### src/rtl/gamate_audio_pkg.sv
// Shared constants and helpers for the Gamate audio/timer register block.
// The register addresses and mode masks match the CPU-visible map at $20/$21.
package gamate_audio_pkg;

    localparam logic [6:0]  REG_T0_DIV    = 7'h20;
    localparam logic [6:0]  REG_TIMER_INT = 7'h21;

    // Bits 0, 2, 8, A, C and E: the audio modes that never raise interrupt B.
    localparam logic [15:0] NO_IRQB_MODES = 16'h5505;

    localparam int MODE_W    = 4;
    localparam int PRESC_W   = 3;
    localparam int FREQ_W    = 12;
    localparam int T0_W      = 8;
    localparam int PRE_CNT_W = 7;

    typedef struct packed {
        logic base;
        logic sq1;
        logic sq2;
        logic noise;
    } strobe_t;

    function automatic logic mode_raises_irqb(input logic [MODE_W-1:0] mode);
        return ~NO_IRQB_MODES[mode];
    endfunction

    // Low 'sel' bits set: the prescaler fires when these counter bits are all ones.
    function automatic logic [PRE_CNT_W-1:0] presc_mask(input logic [PRESC_W-1:0] sel);
        logic [PRE_CNT_W-1:0] m;
        for (int i = 0; i < PRE_CNT_W; i++) begin
            m[i] = (i < int'(sel));
        end
        return m;
    endfunction

endpackage

### src/rtl/audio_period_ctr.sv
// Reloading down counter shared by the square channels and timer 0.
// A zero period halts the channel; load_i forces an immediate restart.
module audio_period_ctr #(
    parameter int W = 12
) (
    input  logic         clk,
    input  logic         reset,
    input  logic         tick_i,
    input  logic         load_i,
    input  logic [W-1:0] load_val_i,
    input  logic [W-1:0] period_i,
    output logic         fire_o
);

    logic [W-1:0] cnt_q;
    logic [W-1:0] cnt_d;

    // A force-load discards the count in progress and suppresses that tick.
    always_comb begin
        cnt_d  = cnt_q;
        fire_o = 1'b0;
        if (load_i) begin
            cnt_d = load_val_i;
        end else if (tick_i) begin
            if (period_i == '0) begin
                cnt_d = '0;
            end else if (cnt_q == '0) begin
                cnt_d  = period_i;
                fire_o = 1'b1;
            end else begin
                cnt_d = cnt_q - W'(1);
            end
        end
    end

    always_ff @(posedge clk) begin
        if (reset) begin
            cnt_q <= '0;
        end else begin
            cnt_q <= cnt_d;
        end
    end

endmodule

### src/rtl/audio_timer_sched.sv
// Audio tick scheduler and interrupt-B controller: base divider, prescaler,
// square/noise step strobes, timer 0 ($20) and timer interrupt control ($21).
module audio_timer_sched
    import gamate_audio_pkg::*;
#(
    parameter int BASE_DIV = 128
) (
    input  logic                clk,
    input  logic                reset,
    input  logic                ce,
    input  logic                sys_cs,
    input  logic                cpu_rwn,
    input  logic [6:0]          AB,
    input  logic [7:0]          din,
    output logic [7:0]          dout,
    input  logic [MODE_W-1:0]   audio_mode,
    input  logic [PRESC_W-1:0]  prescaler,
    input  logic [FREQ_W-1:0]   sq1_freq,
    input  logic [FREQ_W-1:0]   sq2_freq,
    output logic                base_tick,
    output logic                sq1_step,
    output logic                sq2_step,
    output logic                noise_step,
    output logic                irq_b
);

    localparam int BASE_W = (BASE_DIV > 1) ? $clog2(BASE_DIV) : 1;
    localparam logic [BASE_W-1:0] BASE_LAST = BASE_W'(BASE_DIV - 1);

    logic [BASE_W-1:0]    base_cnt_q, base_cnt_d;
    logic [PRE_CNT_W-1:0] pre_cnt_q, pre_cnt_d;
    logic [PRE_CNT_W-1:0] pre_mask;
    logic [T0_W-1:0]      t0_div_q, t0_div_d;
    logic                 irq_en_q, irq_en_d;
    logic                 irq_pend_q, irq_pend_d;
    strobe_t              strobe_q, strobe_d;

    logic reg_wr;
    logic wr_t0_div;
    logic wr_timer_int;
    logic base_wrap;
    logic pre_tick;
    logic sq1_fire;
    logic sq2_fire;
    logic t0_event;

    // Every tick below is qualified by ce, so nothing moves while ce is low.
    always_comb begin
        reg_wr       = ce & sys_cs & ~cpu_rwn;
        wr_t0_div    = reg_wr & (AB == REG_T0_DIV);
        wr_timer_int = reg_wr & (AB == REG_TIMER_INT);

        base_wrap  = ce & (base_cnt_q == BASE_LAST);
        base_cnt_d = ce ? base_cnt_q + BASE_W'(1) : base_cnt_q;

        pre_mask  = presc_mask(prescaler);
        pre_tick  = base_wrap & ((pre_cnt_q & pre_mask) == pre_mask);
        pre_cnt_d = base_wrap ? pre_cnt_q + PRE_CNT_W'(1) : pre_cnt_q;
    end

    audio_period_ctr #(.W(FREQ_W)) u_sq1 (
        .clk        (clk),
        .reset      (reset),
        .tick_i     (pre_tick),
        .load_i     (1'b0),
        .load_val_i ('0),
        .period_i   (sq1_freq),
        .fire_o     (sq1_fire)
    );

    audio_period_ctr #(.W(FREQ_W)) u_sq2 (
        .clk        (clk),
        .reset      (reset),
        .tick_i     (pre_tick),
        .load_i     (1'b0),
        .load_val_i ('0),
        .period_i   (sq2_freq),
        .fire_o     (sq2_fire)
    );

    audio_period_ctr #(.W(T0_W)) u_t0 (
        .clk        (clk),
        .reset      (reset),
        .tick_i     (base_wrap),
        .load_i     (wr_t0_div),
        .load_val_i (din),
        .period_i   (t0_div_q),
        .fire_o     (t0_event)
    );

    // Pending is set after the clear is applied so a coincident timer event wins.
    always_comb begin
        t0_div_d   = wr_t0_div ? din : t0_div_q;
        irq_en_d   = wr_timer_int ? din[0] : irq_en_q;
        irq_pend_d = irq_pend_q;
        if (wr_timer_int && din[7]) begin
            irq_pend_d = 1'b0;
        end
        if (t0_event && mode_raises_irqb(audio_mode)) begin
            irq_pend_d = 1'b1;
        end

        strobe_d.base  = base_wrap;
        strobe_d.sq1   = sq1_fire;
        strobe_d.sq2   = sq2_fire & ~audio_mode[3];
        strobe_d.noise = sq2_fire &  audio_mode[3];
    end

    always_ff @(posedge clk) begin
        if (reset) begin
            base_cnt_q <= '0;
            pre_cnt_q  <= '0;
            t0_div_q   <= '0;
            irq_en_q   <= 1'b0;
            irq_pend_q <= 1'b0;
            strobe_q   <= '0;
        end else begin
            base_cnt_q <= base_cnt_d;
            pre_cnt_q  <= pre_cnt_d;
            t0_div_q   <= t0_div_d;
            irq_en_q   <= irq_en_d;
            irq_pend_q <= irq_pend_d;
            strobe_q   <= strobe_d;
        end
    end

    always_comb begin
        dout = 8'h00;
        if (sys_cs && cpu_rwn) begin
            case (AB)
                REG_T0_DIV:    dout = t0_div_q;
                REG_TIMER_INT: dout = {irq_pend_q, 6'b000000, irq_en_q};
                default:       dout = 8'h00;
            endcase
        end
    end

    assign base_tick  = strobe_q.base;
    assign sq1_step   = strobe_q.sq1;
    assign sq2_step   = strobe_q.sq2;
    assign noise_step = strobe_q.noise;
    assign irq_b      = irq_pend_q & irq_en_q;

endmodule

### config.mk
export PLATFORM = sky130hd
export DESIGN_NAME = audio_timer_sched
export DESIGN_NICKNAME = d
export VERILOG_FILES = /design/src/rtl/gamate_audio_pkg.sv /design/src/rtl/audio_period_ctr.sv /design/src/rtl/audio_timer_sched.sv
export SDC_FILE = /design/constraint.sdc
export NUM_CORES = 1
export LEC_CHECK = 0
export CORE_UTILIZATION = 35
export CTS_CLUSTER_DIAMETER = 80
export DETAILED_ROUTE_END_ITERATION = 12
export GPL_ROUTABILITY_DRIVEN = 1
export MAX_ROUTING_LAYER = met4
export PLACE_DENSITY = 0.63
export SYNTH_ARGS = -nofsm -noshare
export SYNTH_HDL_FRONTEND = slang
export SYNTH_SLANG_ARGS = --single-unit
### constraint.sdc
create_clock -name clk -period 2.8 [get_ports clk]
set_input_delay 0.42 -clock clk [delete_from_list [all_inputs] [get_ports clk]]
set_output_delay 0.42 -clock clk [all_outputs]
set_load 0.02 [all_outputs]
; ---- Word-level counts from Yosys, hierarchy flattened
; Memories as Yosys holds them, arrays and structs flattened.
; Cells that the tools add are included.
[totals]
regBits = 60
latch_bits = 0
ramBits = 0
rom_bits = 16
out_inout_bits = 13
word_cells = 77
n_memories = 1
[mem_list]
columns = name, words, width, rd, rd_ports_with_merged_regs, wr, line
row1 = (no name shown), 16, 1, 1, 0, 0, gamate_audio_pkg.sv:25  ; return ~NO_IRQB_MODES[mode];
[classes]
n_addsub = 5
mul = 0
div_mod_pow = 0
order_cmp = 8
eq_ne = 4
shift = 0
mux = 21
n_bitwise = 14
n_reduce_logical = 12
[ops]
columns = operator, count
row1 = logical NOT 12 bit, 4
row2 = two-way mux 12 bit, 4
row3 = two-way mux 8 bit, 5
row4 = subtractor 12 x 1 -> 12 bit (second input constant), 2
row5 = logical NOT 8 bit, 2
row6 = one-hot mux 8 bit (2 select lines), 1
row7 = adder 7 x 1 -> 7 bit (second input constant), 2
row8 = equality test 7 x 6 -> 1 bit (second input constant), 2
row9 = two-way mux 1 bit, 11
row10 = bitwise AND 1 bit, 9
row11 = less-than comparator 3 bit (first input constant), 3
row12 = subtractor 8 x 1 -> 8 bit (second input constant), 1
row13 = bitwise AND 7 bit, 1
row14 = equality test 7 bit, 1
row15 = equality test 7 bit (second input constant), 1
row16 = less-than comparator 1 x 3 -> 1 bit (first input constant), 2
row17 = less-than comparator 2 x 3 -> 1 bit (first input constant), 2
row18 = less-than comparator 4 x 5 -> 1 bit (second input constant), 1
row19 = inverter 1 bit, 4
row20 = nonzero test 2 bit, 2
row21 = logical AND 1 bit, 3
row22 = OR reduction 3 bit, 1

; ---- Logic depth before layout (Yosys ltp)
; Gate-level depths: netlist (run 1).
[depth]
word_depth = 7
mapped_depth = 9
ltp_nobuf = 7

; ---- Hierarchy
; From an unflattened synthesis (run 1), not the netlist that was laid out.
[unflattened]
hier_cells = 488
area_unflattened_um2 = 4067.7
[modules_own_cells]
columns = module, n_inst, cells_each, area_each_um2, seq_area_each_um2
row1 = audio_period_ctr (u_sq1 ...), 2, 125, 1011.0, 240.2
row2 = audio_timer_sched, 1, 151, 1392.6, 560.5
row3 = audio_period_ctr (u_t0), 1, 87, 653.1, 160.2

; ---- Worst setup path before layout (run 1)
; No wires, ideal clock.
[synth_timing]
path_type = input to register
from = input AB[2]
to = register u_t0.cnt_q[5]
setup_ns = 0.134
arrival_ns = 1.925
required_time_ns = 2.666
slack_ns = 0.742
path_stages = 7
path_buffers = 2
cell_sequence = nor4b_1 -> nand3_1 -> or4b_1 -> clkbuf_1 -> clkbuf_1 -> nor2_1 -> a211oi_1
[synth_via]
elab_chain_cells = 3
[synth_lines]
columns = item, line
row1 = start: declaration, audio_timer_sched.sv:13  ; input logic [6:0] AB,
row2 = equality test 7 x 6 -> 1 bit *, audio_timer_sched.sv:50  ; wr_t0_div = reg_wr & (AB == REG_T0_DIV);
row3 = bitwise AND 1 bit *, audio_timer_sched.sv:50
row4 = two-way mux 8 bit or nonzero test 2 bit (tied branches), n/a
row5 = end signal: assignment, audio_period_ctr.sv:40  ; cnt_q <= cnt_d;
row6 = end: declaration, audio_period_ctr.sv:15  ; logic [W-1:0] cnt_q;
; Mark *: on every way between the ends. The rest lies on a longest branch, timed or not.
; A chain may end at the register's enable or synchronous reset.

; ---- Worst setup path after layout (run 1)
[layout_timing]
from = input AB[2]
to = output dout[7]
[layout_via]
elab_chain_cells = 3
[layout_lines]
columns = item, line
row1 = equality test 7 x 6 -> 1 bit, audio_timer_sched.sv:130  ; case (AB)
row2 = one-hot mux 8 bit (2 select lines) *, audio_timer_sched.sv:130
row3 = two-way mux 8 bit *, audio_timer_sched.sv:129  ; if (sys_cs && cpu_rwn) begin
row4 = end: declaration, audio_timer_sched.sv:15  ; output logic [7:0] dout,
; Marks and branches as above.

==> flow_metrics.tcl, run 1 <==
set metrics [dict create \
    status "completed" \
    required_ns 2.38 \
    powerDensity_mw_per_mm2 414 \
    crit_path_frequent_cell "clkdlybuf4s50_1" \
    critPathLaunch "AB[2]" \
    num_antenna_cells 0 \
    drtPass1Iterations 4 \
    top_layer_used "met4" \
    finalNetCount 563 \
    synth_cells 439 \
    grt_setup_unrepaired "no" \
    die_w_um 102 \
    drtAntennaViolNets 0 \
    r2r_end "u_sq2.cnt_q[6]" \
    yosys_warnings 0 \
    period_needed_ns 2.51 \
    die-area_mm2 0.0104 \
    finalHoldViolCount 0 \
    netlist.area_leader.share_pct 34.5 \
    drtIter0Drc 106 \
    ctsHoldBuffers 0 \
    power_frac_seq_pct 45.8 \
    numCtsBuffers 9 \
    synthesis.area_mm2 0.00348 \
    fin_util_pct 46.5 \
    drc 0 \
    whs_ns 0.485 \
    ys_ff_latch 60 \
    crit_buf_inv 2 \
    place_area_mm2 0.00429 \
    met3_length_um 306 \
    critPathKind "in -> out" \
    cts_tree "done" \
    synth-edff-count 0 \
    synth_area_leader_cell "dfxtp_1" \
    cap_violations 0 \
    ys_seq_area_share_pct 34.5 \
    r2r_start "u_sq2.cnt_q[0]" \
    p_sw_share_pct 21.8 \
    placed_cells 626 \
    synthFlopType "dfxtp_1" \
    ir_drop_v 0.000213 \
    setup_violations 0 \
    start_util_pct 35.8 \
    comb_power_share_pct 7.8 \
    hold_start "u_sq1.cnt_q[1]" \
    syn-num-nets 498 \
    worstSkewPairLatency_ns 0.34 \
    routabilityCongestion 0.873 \
    detailed_place_hpwl_um 6510 \
    yosysUniqueCellTypes 52 \
    clock_skew_ns 0.0129 \
    cts_setup_buffers 0 \
    fin_area_mm2 0.00453 \
    die_h_um 102 \
    grt_max_degree 28 \
    finalMaxSlewViolations 0 \
    rows 36 \
    avgSynthCellArea_um2 7.94 \
    fin_crit_sh_pct 89.5 \
    instances_no_fill 642 \
    wl_met1_um 4370 \
    fin_tns_setup_ns 0 \
    min_path_type "reg -> reg" \
    grt_pass1_wl_um 14600 \
    p_int_mw 1.47 \
    end_kind "output pin" \
    finalWirelength_um 9000 \
    vias 3431 \
    max_freq_ghz 0.399 \
    htree_levels 3 \
    cpPeakStageDelay_ns 0.62 \
    synth.area.top_cells "dfxtp_1 34%, nand2_1 5.9%, a21oi_1 4.9%" \
    worst-r2r-cell-count 8 \
    via_per_inst 5.34 \
    cts.clk_slew.worst_paths_ns 0.07 \
    cp.depth 5 \
    grt.total_usage_pct 18.4 \
    ys_async_sr_fraction_pct 0 \
    num_io_pins 64 \
    fp.coreArea_mm2 0.00973 \
    r2r_slack_ns 0.66 \
    cp_slowest_cell "clkdlybuf4s50_1" \
    critPathArrivalTime_ns 2.09 \
    cp-start-kind "primary input" \
    wire_per_inst_um 14.0 \
    dp_slack_ns -0.0599 \
    area_growth_pct 29.9 \
    antenna_found_initial 0 \
    cts.sinks 60 \
    clkPwrFrac_pct 46.4 \
    path_cells "clkdlybuf4s50_1 > nor4b_2 > nand4_1 > nor2_1 > clkdlybuf4s50_1" \
    ctsResizeCount 1 \
    setup_ws_ns 0.293 \
    grt_overflow 0 \
    cts-root-buf "clkbuf_8" \
    worst_pin_slew_ns 0.638 \
    crit_family "buffers and inverters" \
    path_max_fanout 3 \
    relSlewSlack_pct 57.1 \
    leakagePower_nw 1.80 \
    drive_gt1_share_pct 9.04 \
    p_sw_mw 0.409 \
    grt_pass1_vias 3143 \
    wl_met2_um 4240 \
    endpoint "dout[7]" \
    clk_path_buf_depth 2 \
    portBuffers 62 \
    power.total_mw 1.87 \
]
synth_stat cells, types with 8 or more instances:
master	instances
xor2_1	9
nor3_1	12
o21ai_0	26
inv_1	16
mux2i_1	12
nor2_1	35
dfxtp_1	60
nand4_1	8
nand2_1	55
nor4_1	11
ha_1	8
nand3_1	8
clkbuf_1	18
a21oi_1	34
a211oi_1	17
layout by cell type (no fill, tap or decap), drive strengths merged, types with 8 or more instances in the layout:
cell type      netlist  layout
clkbuf              18      11
a21oi               34      34
xor2                 9       9
nor2                35      35
inv                 16      16
nor3                12      12
mux2i               12      12
buf                  6      16
nand3                8       8
ha                   8       8
a211oi              17      17
dfxtp               60      60
clkdlybuf4s50        0      56
nand4                8       8
nor4                12      12
o21ai               26      26
nand2               55      55
layer usage:
metal / up-vias / global-route usage [%]
met5: - / -
met4: 0 / 6.58
met3: 6 / 4.49
met2: 73 / 29.2
met1: 1621 / 22.7
li1: 1731 / -
cell type report:
cell class	count	area (um2)
clock buffer	11	141
clock inverter	5	75.1
fill	982	5200
inverter	16	60.1
multi-input combinational	339	2130
sequential	60	1200
tap	133	166
timing repair buffer	78	756
cell families (layout without fill, tap and decap cells):
| family | Yosys count | in the layout | synth area share (%) |
|---|---|---|---|
| adder cells (fa/ha/maj) | 8 | 8 | 2.87 |
| buffers and inverters | 40 | 110 | 4.67 |
| flip-flops | 60 | 60 | 34.5 |
| AO/OA/AOI/OAI | 118 | 118 | 21.9 |
| XOR/XNOR | 16 | 16 | 4.02 |
| multiplexers | 14 | 14 | 4.09 |
| AND/OR/NAND/NOR | 183 | 183 | 28.0 |
state kept, by name (all words and copies together), names as in the netlist, 7 cells and up:
name / flops
base_cnt_q: 7
pre_cnt_q: 7
t0_div_q: 8
u_sq1.cnt_q: 12
u_sq2.cnt_q: 12
u_t0.cnt_q: 8
worst reg2reg max path, delay by kind of cell (launching register included):
| kind | cells | cell delay (ns) |
|---|---|---|
| adders and majority gates | 1 | 0.21 |
| DFF | 1 | 0.36 |
| buffers and inverters | 2 | 0.45 |
| and+or+nand+nor | 3 | 0.75 |
| AOI/OAI and AO/OA | 2 | 0.26 |
power by group through the flow:
stage	combinational, mW	clock (mW)	sequential, mW
3_3_place_gp	0.145	0	0.879
4_1_cts	0.147	0.892	0.859
6_report	0.146	0.869	0.859
5_1_grt	0.158	0.934	0.859
2_1_floorplan	0.0499	0	0.878
3_5_place_dp	0.146	0	0.879
how the worst min path moves through the flow:
| stage | endpoint | slack (ns) | cells past startpoint |
|---|---|---|---|
| floorplan | u_sq1.cnt_q[1] | 0.44 | 2 |
| global placement | u_sq1.cnt_q[1] | 0.47 | 2 |
| detailed placement | u_sq1.cnt_q[1] | 0.47 | 2 |
| CTS | u_sq1.cnt_q[1] | 0.49 | 2 |
| global route | u_sq1.cnt_q[1] | 0.51 | 2 |
| finish | u_sq1.cnt_q[1] | 0.49 | 2 |
Power figures use the tool's default switching activity.
==> run 2, diff against run 1 <==
--- a/config.mk
+++ b/config.mk
@@ -5,12 +5,14 @@
 export SDC_FILE = /design/constraint.sdc
 export NUM_CORES = 1
 export LEC_CHECK = 0
-export CORE_UTILIZATION = 35
+export CORE_MARGIN = 2
+export CORE_UTILIZATION = 53
 export CTS_CLUSTER_DIAMETER = 80
 export DETAILED_ROUTE_END_ITERATION = 12
 export GPL_ROUTABILITY_DRIVEN = 1
+export GPL_TIMING_DRIVEN = 1
 export MAX_ROUTING_LAYER = met4
-export PLACE_DENSITY = 0.63
+export PLACE_DENSITY = 0.87
 export SYNTH_ARGS = -nofsm -noshare
 export SYNTH_HDL_FRONTEND = slang
 export SYNTH_SLANG_ARGS = --single-unit
==> flow_metrics.tcl, run 2 (synthesis results as in run 1) <==
set metrics [dict create \
    clock_skew_ns 0.00676 \
    setup_violations 0 \
    worstSkewPairLatency_ns 0.34 \
    vias 3535 \
    num_io_pins 64 \
    finalMaxSlewViolations 0 \
    drtPass1Iterations 5 \
    die-area_mm2 0.00724 \
    wire_per_inst_um 15.1 \
    die_h_um 85.1 \
    start_util_pct 54.9 \
    cts.sinks 60 \
    cap_violations 0 \
    powerDensity_mw_per_mm2 441 \
    critPathArrivalTime_ns 2.20 \
    reg_top3 "u_sq1.cnt_q: 12 flops, u_sq2.cnt_q: 12 flops" \
    via_per_inst 6.06 \
    fp.coreArea_mm2 0.00635 \
    cts.clk_slew.worst_paths_ns 0.07 \
    fin_area_mm2 0.00447 \
    seq_area_mm2 0.00120 \
    r2r_start "u_sq2.cnt_q[0]" \
    detailed_place_hpwl_um 6380 \
    grt.total_usage_pct 25.5 \
    fin_crit_sh_pct 93.4 \
    rows 29 \
    cts-root-buf "clkbuf_8" \
    finalNetCount 560 \
    multi_input_area_mm2 0.00213 \
    die_w_um 85.1 \
    htree_levels 3 \
    cts_tree "done" \
    routabilityCongestion 0.905 \
    grt_setup_unrepaired "no" \
    end_kind "output pin" \
    finalWirelength_um 8810 \
    numCtsBuffers 9 \
    power.total_mw 1.97 \
    drtIter0Drc 180 \
    grt_pass1_vias 3359 \
    fin_util_pct 70.4 \
    critPathKind "in -> out" \
    critPathLaunch "AB[2]" \
    cp-start-kind "primary input" \
    clk_path_buf_depth 2 \
    worst_pin_slew_ns 0.678 \
    ir_drop_v 0.000378 \
    path_max_fanout 2 \
    area_growth_pct 28.3 \
    num_antenna_cells 0 \
    finalHoldViolCount 0 \
    hold_depth 2 \
    status "completed" \
    grt_max_degree 36 \
    relSlewSlack_pct 54.7 \
    required_ns 2.38 \
    place_area_mm2 0.00419 \
    final_common_cell "dfxtp_1" \
    fin_tns_setup_ns 0 \
    leakagePower_nw 1.79 \
    worst-r2r-cell-count 8 \
    max_freq_ghz 0.382 \
    r2r_slack_ns 0.59 \
    period_needed_ns 2.62 \
    drtAntennaViolNets 0 \
    portBuffers 62 \
    grt_pass1_wl_um 14800 \
    min_path_type "reg -> reg" \
    nFillCells 499 \
    antenna_found_initial 0 \
    drc 0 \
    hold_start "u_sq1.cnt_q[1]" \
    grt_overflow 0 \
    drive_gt1_share_pct 8.89 \
    layout_common_cells "60 x dfxtp_1, 56 x clkdlybuf4s50_1, 55 x nand2_1" \
]
run 2: final timing paths:
path / end
worst min-delay path: u_sq1.cnt_q[1]
worst max-delay path: dout[0]
worst max register to register: u_sq2.cnt_q[6]
worst min register to register: u_sq1.cnt_q[1]
run 2: area by class of cell:
type | instances | area share [%]
Clock buffer | 10 | 3.08
Sequential cell | 60 | 26.9
Multi-Input combinational cell | 339 | 47.6
Inverter | 16 | 1.34
Timing Repair Buffer | 75 | 16.4
Clock inverter | 6 | 2.49
Tap cell | 77 | 2.16
run 2: critical path, cell delays in order:
cell	delay [ns]
clkdlybuf4s50_1	0.42
nor4b_2	0.31
nand4_1	0.17
buf_4	0.17
nor2_1	0.09
clkdlybuf4s50_1	0.60
run 2: where the power goes:
group / leakage, nW / switching, mW / internal [mW]
sequential: 0.483 / 0.00325 / 0.856
combinational: 1.19 / 0.0587 / 0.0866
clock: 0.122 / 0.351 / 0.615
run 2: through the flow:
stage                     hold WS, ns  cells  worst slack, ns
after floorplan                 0.439    439            0.742
after global placement          0.459    566         -0.00381
after detailed placement        0.461    566          -0.0869
after CTS                       0.478    582           0.0504
after global routing            0.520    583           0.0566
final                           0.472    583            0.184
run 2: timing repair:
item / CTS / global route
setup endpoints to repair: 6 / 6
hold buffers: 0 / 0
setup buffers: 0 / 1
pin swaps: 0 / 1
gates cloned: 0 / 0
resized for setup: 2 / 6
run 2: layer usage:
metal / vias to the layer above / share of wire [%] / global-route usage (%)
met4: 0 / 2.0 / 8.95
li1: 1733 / - / -
met1: 1663 / 43 / 30.2
met5: - / 0 / -
met2: 117 / 49 / 41.3
met3: 22 / 5.7 / 7.10
